**src/rtl/glitcbus_pkg.sv**
```systemverilog
// Shared GLITCBUS definitions: FSM state encoding, marker bytes and
// protocol byte counts used by both bus endpoints.
package glitcbus_pkg;

    localparam logic [3:0] ST_IDLE    = 4'd0;
    localparam logic [3:0] ST_ADDR    = 4'd1;
    localparam logic [3:0] ST_WDATA   = 4'd2;
    localparam logic [3:0] ST_WBUS    = 4'd3;
    localparam logic [3:0] ST_RTURN   = 4'd4;
    localparam logic [3:0] ST_RWAIT   = 4'd5;
    localparam logic [3:0] ST_RMARK   = 4'd6;
    localparam logic [3:0] ST_RDATA   = 4'd7;
    localparam logic [3:0] ST_RELEASE = 4'd8;

    localparam logic [7:0] SYNC_BYTE_DEF = 8'hAC;
    localparam logic [7:0] ERR_BYTE_DEF  = 8'hEE;

    localparam int ADDR_BYTES = 2;
    localparam int DATA_BYTES = 4;

endpackage

```
**src/rtl/glitcbus_slave.sv**
```systemverilog
// GLITC-side GLITCBUS endpoint: turns select/strobe/GAD byte traffic into
// single 32-bit WISHBONE master cycles and returns read data framed by a marker.
//
// state   | meaning
// IDLE    | waiting for a falling edge on gsel_b_i (C0 latches rd/wr and addr high byte)
// ADDR    | remaining address byte(s)
// WDATA   | four write-data bytes, MSB first
// WBUS    | local write cycle open until ack/err/timeout
// RTURN   | bus turnaround, local read cycle already open
// RWAIT   | driving 8'h00 until ack/err/timeout
// RMARK   | driving SYNC_BYTE (good) or ERR_BYTE (err/timeout)
// RDATA   | four read-data bytes, MSB first
// RELEASE | bus released, waiting for gsel_b_i high
module glitcbus_slave
    import glitcbus_pkg::*;
#(
    parameter int          ADDR_BITS = 16,
    parameter int          TIMEOUT   = 16,
    parameter logic [7:0]  SYNC_BYTE = SYNC_BYTE_DEF,
    parameter logic [7:0]  ERR_BYTE  = ERR_BYTE_DEF
) (
    input  logic                 clk_i,
    input  logic                 rst_i,
    input  logic                 gsel_b_i,
    input  logic                 grdwr_b_i,
    input  logic [7:0]           gad_i,
    output logic [7:0]           gad_o,
    output logic                 gad_oe_o,
    output logic                 cyc_o,
    output logic                 stb_o,
    output logic                 we_o,
    output logic [ADDR_BITS-1:0] adr_o,
    output logic [31:0]          dat_o,
    output logic [3:0]           sel_o,
    input  logic [31:0]          dat_i,
    input  logic                 ack_i,
    input  logic                 err_i,
    output logic                 busy_o
);

    logic [3:0]           state_q, state_d;
    logic [1:0]           cnt_q, cnt_d;
    logic [4:0]           tmo_q, tmo_d;
    logic                 sel_prev_q;
    logic                 rnw_q, rnw_d;
    logic                 good_q, good_d;
    logic [ADDR_BITS-1:0] adr_q, adr_d;
    logic [31:0]          wr_q, wr_d;
    logic [31:0]          rd_q, rd_d;
    logic                 expired;
    logic                 abortable;

    assign expired   = (tmo_q == 5'(TIMEOUT - 1));
    assign abortable = (state_q == ST_ADDR)  || (state_q == ST_WDATA) ||
                       (state_q == ST_RTURN) || (state_q == ST_RWAIT) ||
                       (state_q == ST_RMARK) || (state_q == ST_RDATA);

    always_comb begin
        state_d = state_q;
        cnt_d   = cnt_q;
        tmo_d   = 5'd0;
        rnw_d   = rnw_q;
        good_d  = good_q;
        adr_d   = adr_q;
        wr_d    = wr_q;
        rd_d    = rd_q;
        case (state_q)
            ST_IDLE: begin
                if (sel_prev_q && !gsel_b_i) begin
                    rnw_d   = grdwr_b_i;
                    adr_d   = {adr_q[ADDR_BITS-9:0], gad_i};
                    cnt_d   = 2'd1;
                    state_d = ST_ADDR;
                end
            end
            ST_ADDR: begin
                adr_d = {adr_q[ADDR_BITS-9:0], gad_i};
                cnt_d = cnt_q + 2'd1;
                if (cnt_q == 2'(ADDR_BYTES - 1)) begin
                    cnt_d   = 2'd0;
                    state_d = rnw_q ? ST_RTURN : ST_WDATA;
                end
            end
            ST_WDATA: begin
                wr_d  = {wr_q[23:0], gad_i};
                cnt_d = cnt_q + 2'd1;
                if (cnt_q == 2'(DATA_BYTES - 1))
                    state_d = ST_WBUS;
            end
            ST_WBUS: begin
                tmo_d = tmo_q + 5'd1;
                if (ack_i || err_i || expired)
                    state_d = ST_RELEASE;
            end
            ST_RTURN, ST_RWAIT: begin
                // a zero-wait slave may already answer during turnaround
                if (state_q == ST_RWAIT)
                    tmo_d = tmo_q + 5'd1;
                if (err_i || (state_q == ST_RWAIT && expired && !ack_i)) begin
                    rd_d    = 32'hFFFF_FFFF;
                    good_d  = 1'b0;
                    state_d = ST_RMARK;
                end else if (ack_i) begin
                    rd_d    = dat_i;
                    good_d  = 1'b1;
                    state_d = ST_RMARK;
                end else begin
                    state_d = ST_RWAIT;
                end
            end
            ST_RMARK: begin
                cnt_d   = 2'd0;
                state_d = ST_RDATA;
            end
            ST_RDATA: begin
                rd_d  = {rd_q[23:0], 8'h00};
                cnt_d = cnt_q + 2'd1;
                if (cnt_q == 2'(DATA_BYTES - 1))
                    state_d = ST_RELEASE;
            end
            ST_RELEASE: begin
                if (gsel_b_i)
                    state_d = ST_IDLE;
            end
            default: state_d = ST_IDLE;
        endcase
        if (abortable && gsel_b_i)
            state_d = ST_IDLE;
    end

    // sel_prev_q resets low so a select held through reset is not an edge
    always_ff @(posedge clk_i) begin
        if (!rst_i) begin
            state_q    <= ST_IDLE;
            cnt_q      <= 2'd0;
            tmo_q      <= 5'd0;
            sel_prev_q <= 1'b0;
            rnw_q      <= 1'b0;
            good_q     <= 1'b0;
            adr_q      <= '0;
            wr_q       <= 32'd0;
            rd_q       <= 32'd0;
        end else begin
            state_q    <= state_d;
            cnt_q      <= cnt_d;
            tmo_q      <= tmo_d;
            sel_prev_q <= gsel_b_i;
            rnw_q      <= rnw_d;
            good_q     <= good_d;
            adr_q      <= adr_d;
            wr_q       <= wr_d;
            rd_q       <= rd_d;
        end
    end

    always_comb begin
        gad_o = 8'h00;
        case (state_q)
            ST_RMARK: gad_o = good_q ? SYNC_BYTE : ERR_BYTE;
            ST_RDATA: gad_o = rd_q[31:24];
            default:  gad_o = 8'h00;
        endcase
    end

    assign gad_oe_o = (state_q == ST_RWAIT) || (state_q == ST_RMARK) || (state_q == ST_RDATA);
    assign cyc_o    = (state_q == ST_WBUS) || (state_q == ST_RTURN) || (state_q == ST_RWAIT);
    assign stb_o    = cyc_o;
    assign we_o     = (state_q == ST_WBUS);
    assign adr_o    = adr_q;
    assign dat_o    = wr_q;
    assign sel_o    = 4'hF;
    assign busy_o   = (state_q != ST_IDLE);

endmodule

```
**config.mk**
```make
export PLATFORM = sky130hd
export DESIGN_NAME = glitcbus_slave
export DESIGN_NICKNAME = d
export VERILOG_FILES = /design/src/rtl/glitcbus_pkg.sv /design/src/rtl/glitcbus_slave.sv
export SDC_FILE = /design/constraint.sdc
export NUM_CORES = 1
export LEC_CHECK = 0
export CORE_MARGIN = 2
export CORE_UTILIZATION = 43
export DETAILED_ROUTE_END_ITERATION = 6
export PLACE_DENSITY_LB_ADDON = 0.12
export REMOVE_ABC_BUFFERS = 1
export SLEW_MARGIN = 20
export SYNTH_ARGS = -nofsm -noshare
export SYNTH_HDL_FRONTEND = slang
export SYNTH_SLANG_ARGS = --single-unit
```
**constraint.sdc**
```tcl
create_clock -name clk_i -period 2.2 [get_ports clk_i]
set_clock_uncertainty 0.2 [all_clocks]
set_input_delay 0.44 -clock clk_i [delete_from_list [all_inputs] [get_ports clk_i]]
set_output_delay 0.44 -clock clk_i [all_outputs]
set_load 0.01 [all_outputs]
```
# Word level (Yosys, flattened, before mapping)
# Index checks and enable logic that the tools add are counted.
[word_totals] ff_bits=94 input_bits=46 elab_cells=87
[classes] add_sub_neg=2 eq_ne=18 muxes=24 bitwise=1 reduce_logical=33
[ops] op="$mux 32" n=2
[ops] op="$pmux 32 s2" n=1
[ops] op="$pmux 16 s2" n=1
[ops] op="$pmux 4 s8" n=1
[ops] op="$mux 4" n=6
[ops] op="$eq 4x3->1 const B" n=4
[ops] op="$mux 16" n=1
[ops] op="$pmux 8 s2" n=1
[ops] op="$logic_or 1x1->1" n=12
[ops] op="$pmux 5 s2" n=1
[ops] op="$reduce_and 2->1" n=5
[ops] op="$eq 4x2->1 const B" n=2
[ops] op="$mux 2" n=4
[ops] op="$ne 2x1->1 const B" n=4
[ops] op="$pmux 2 s4" n=1
[ops] op="$reduce_bool 4->1" n=2
[ops] op="$mux 7" n=1
[ops] op="$reduce_and 6->1" n=1
[ops] op="$reduce_bool 2->1" n=3
[ops] op="$reduce_or 2->1" n=3
[ops] op="$add 5x1->5 const B" n=1
[ops] op="$eq 5x4->1 const B" n=1
[ops] op="$mux 5" n=1
[ops] op="$eq 4x1->1 const B" n=1
[ops] op="12 further kinds" n=18

# Longest topological paths before layout
[logic_depth] ltp_word=8 mapped_depth=9

# Worst setup path after synthesis
# No wires, ideal clock.
[synth_timing] kind="reg2reg" start="reg tmo_q[0]" end="reg state_q[2]" setup_time_ns=0.086 arrival_time_ns=2.005 required_ns=1.914 path_slack_ns=-0.091 stages_incl_launch_ff=8 path_buffers=0 synth_period_minus_slack_ns=2.291 cell_sequence="dfxtp_1 > ha_1 > and3_1 > ha_1 > or4_4 > a311oi_2 > a21oi_2 > a221oi_2"
[synth_via] elab_chain_len=4
[synth_rtl] item="from (decl)" line="glitcbus_slave.sv:43" rtl="logic [4:0] tmo_q, tmo_d;"
[synth_rtl] item="from (signal assigned)" line="glitcbus_slave.sv:146" rtl="tmo_q <= tmo_d;"
[synth_rtl] item="$eq 5x4->1" line="glitcbus_slave.sv:53" rtl="assign expired = (tmo_q == 5'(TIMEOUT - 1));"
[synth_rtl] item="$logic_or 1x1->1" line="glitcbus_slave.sv:92" rtl="if (ack_i || err_i || expired)"
[synth_rtl] item="$ne 2x1->1 (no line)"
[synth_rtl] item="$reduce_and 6->1 (no line)"
[synth_rtl] item="to (signal assigned)" line="glitcbus_slave.sv:144" rtl="state_q <= state_d;"
[synth_rtl] item="to (decl)" line="glitcbus_slave.sv:41" rtl="logic [3:0] state_q, state_d;"
# Every way passes these cells.
# A chain may end at the register's enable or synchronous reset.

# Worst setup path after layout
[layout_timing] start="reg tmo_q[1]" end="reg state_q[2]"
# Same word-level chain as after synthesis.

==> flow_summary.json <==
{
  "io-pin-count": 111,
  "synthesis.area_um2": 3850,
  "layout.nets": 618,
  "syn_inst": 442,
  "async_flop_share": 0,
  "synth_cell_type_count": 52,
  "clk_latency_ns": 0.36,
  "critPathLaunchType": "register",
  "rsz0062_at_grt": "yes",
  "grt_pass1_vias": 3507,
  "timing.fmax_ghz": 0.4611,
  "netlist.area_leader.share": 0.4888,
  "ys_ff_latch": 94,
  "critPathRequiredTime_ns": 2.27,
  "utilization": 0.6326,
  "num_antenna_cells": 0,
  "cts.htree.levels": 3,
  "power_density_nw_per_um2": 600.5,
  "drv_cap": 0,
  "fin_cells": 680,
  "synth_edf_count": 0,
  "hold_class": "register to register",
  "dp_slack_ns": -0.1945,
  "yosys_warnings": 0,
  "coreArea_um2": 8721,
  "clk_pin_slew_ns": 0.10,
  "slew_violations": 0,
  "clkSinkCount": 94,
  "root_buffer": "clkbuf_8",
  "first_iter_violations": 158,
  "synth_most_common_cell": "dfxtp_1",
  "cts_buffers": 9,
  "crit_path_end_kind": "register",
  "crit_fanout": 3,
  "synth_ff_type": "dfxtp_1",
  "dp_hpwl_mm": 7.090,
  "finalCritPeriodShare": 0.9858,
  "die_area_um2": 9726,
  "period_minus_slack_ns": 2.169,
  "grt_pass1_wl_mm": 16.84,
  "yosysSeqAreaShare": 0.4888,
  "leakagePower_nw": 2.089,
  "gp_congestion": 0.8602,
  "worst_ir_drop_vdd_v": 0.0004012,
  "overflow": 0,
  "die_w_um": 98.62,
  "io_buffers": 106,
  "ant_nets": 0,
  "dp.cells": 659,
  "cts_tree": "yes",
  "antenna_found_initial": 0,
  "synthTopCellsByArea": "dfxtp_1 (49%), nand2_1 (7.0%), a21oi_1 (6.0%)",
  "num_rows": 34,
  "setup_violations": 0,
  "routed_via_density": 5.354,
  "grt_usage": 0.2122,
  "wirelength_mm": 10.54,
  "clockBufferDepth": 2,
  "vias": 3641,
  "layout_setup_ws_ns": 0.03120,
  "grt_max_degree": 33,
  "avgSynthCellArea_um2": 8.710,
  "area_delta_synth_final_pct": 43.29,
  "drt_pass1_iterations": 4,
  "die_height_um": 98.62,
  "synth_top_area_cell": "dfxtp_1",
  "fin_tns_setup_ns": 0,
  "wire_per_inst_um": 15.50,
  "hold_violations": 0,
  "start_util": 0.4415,
  "crit_type": "register to register",
  "total_power_mw": 3.313,
  "drc": 0,
  "cp.arrival_ns": 2.24,
  "drive_gt1_frac": 0.1713,
  "status": "completed",
  "synthTopCellsByCount": "dfxtp_1 (94), nand2_1 (72), a21oi_1 (46)"
}
worst max-delay path, cell delays in order, from the launching register on:
cell and delay (ns):
dfxtp_2 0.35, ha_4 0.16, and3_4 0.18, ha_4 0.16
or4_4 0.44, a311oi_4 0.25, a21oi_2 0.09, a221oi_2 0.26
repair_timing:
item                       in CTS  in global routing
cloned                          0                  2
buffers inserted                1                  2
pin swaps                       5                  3
hold buffers                    0                  0
gates resized for setup        48                 25
setup endpoints to repair      40                 39
sequential cells by signal (all words and copies together), names as in the netlist:
name	count
dat_o	32
sel_prev_q	1
adr_o	16
rd_q	32
rnw_q	1
state_q	4
good_q	1
cnt_q	2
tmo_q	5
where the power goes:
group / total, mW / internal (mW) / switching [mW]
combinational: 0.398 / 0.211 / 0.188
sequential: 1.75 / 1.72 / 0.0210
clock: 1.17 / 0.539 / 0.631
cell type report:
cell class                      instances  area [um2]
Clock buffer                            9       123.9
Tap cell                              108       135.1
Timing Repair Buffer                  144        1343
Inverter                               15       56.30
Clock inverter                          7       83.83
Multi-Input combinational cell        303        1883
Fill cell                             779        3204
Sequential cell                        94        1892
layer usage:
layer	vias up	wire length, um	track usage
li1	1795	-	-
met1	1730	4440	0.2655
met2	95	5372	0.3590
met3	21	513	0.04184
met4	0	216	0.08746
met5	-	0	0
worst paths after layout:
path | startpoint | to | slack (ns) | depth (start not counted)
max | tmo_q[1]$_SDFF_PN0_ | state_q[2]$_SDFFE_PP0P_ | 0.03 | 7
min | dat_o[27]$_SDFFE_PN0P_ | dat_o[27]$_SDFFE_PN0P_ | 0.26 | 2
max reg2reg | tmo_q[1]$_SDFF_PN0_ | state_q[2]$_SDFFE_PP0P_ | 0.03 | 7
min reg2reg | dat_o[27]$_SDFFE_PN0P_ | dat_o[27]$_SDFFE_PN0P_ | 0.26 | 2
cell families after synthesis:
kind of cell	share of synthesized area
xor gates and xnor gates	0.009101
and+or+nand+nor	0.1573
AOI/OAI and AO/OA	0.2171
buffers and inverters	0.06110
muxes	0.04680
other	0.0009740
adders and majority gates	0.01885
DFF	0.4888
placed cells by master, fill, tap and decap left out, types with 4 or more instances in the layout:
| master | synthesis | layout |
|---|---|---|
| buf_2 | 11 | 5 |
| o22ai_1 | 32 | 32 |
| inv_1 | 13 | 13 |
| nor2_1 | 41 | 40 |
| nand3_1 | 6 | 6 |
| o2bb2ai_1 | 23 | 23 |
| mux2i_1 | 18 | 18 |
| conb_1 | 1 | 4 |
| clkbuf_8 | 0 | 9 |
| nand2_1 | 72 | 70 |
| o21ai_0 | 6 | 4 |
| a21oi_1 | 46 | 44 |
| dfxtp_1 | 94 | 88 |
| dfxtp_2 | 0 | 5 |
| buf_4 | 5 | 33 |
| clkdlybuf4s50_1 | 0 | 93 |
stage by stage:
step	area, um2	hold WS [ns]
after floorplan	3682	0.2179
after global placement	5171	0.2432
after detailed placement	5171	0.2465
after CTS	5480	0.2639
after global routing	5517	0.2841
final	5517	0.2590
(Power assumes the default switching activity.)
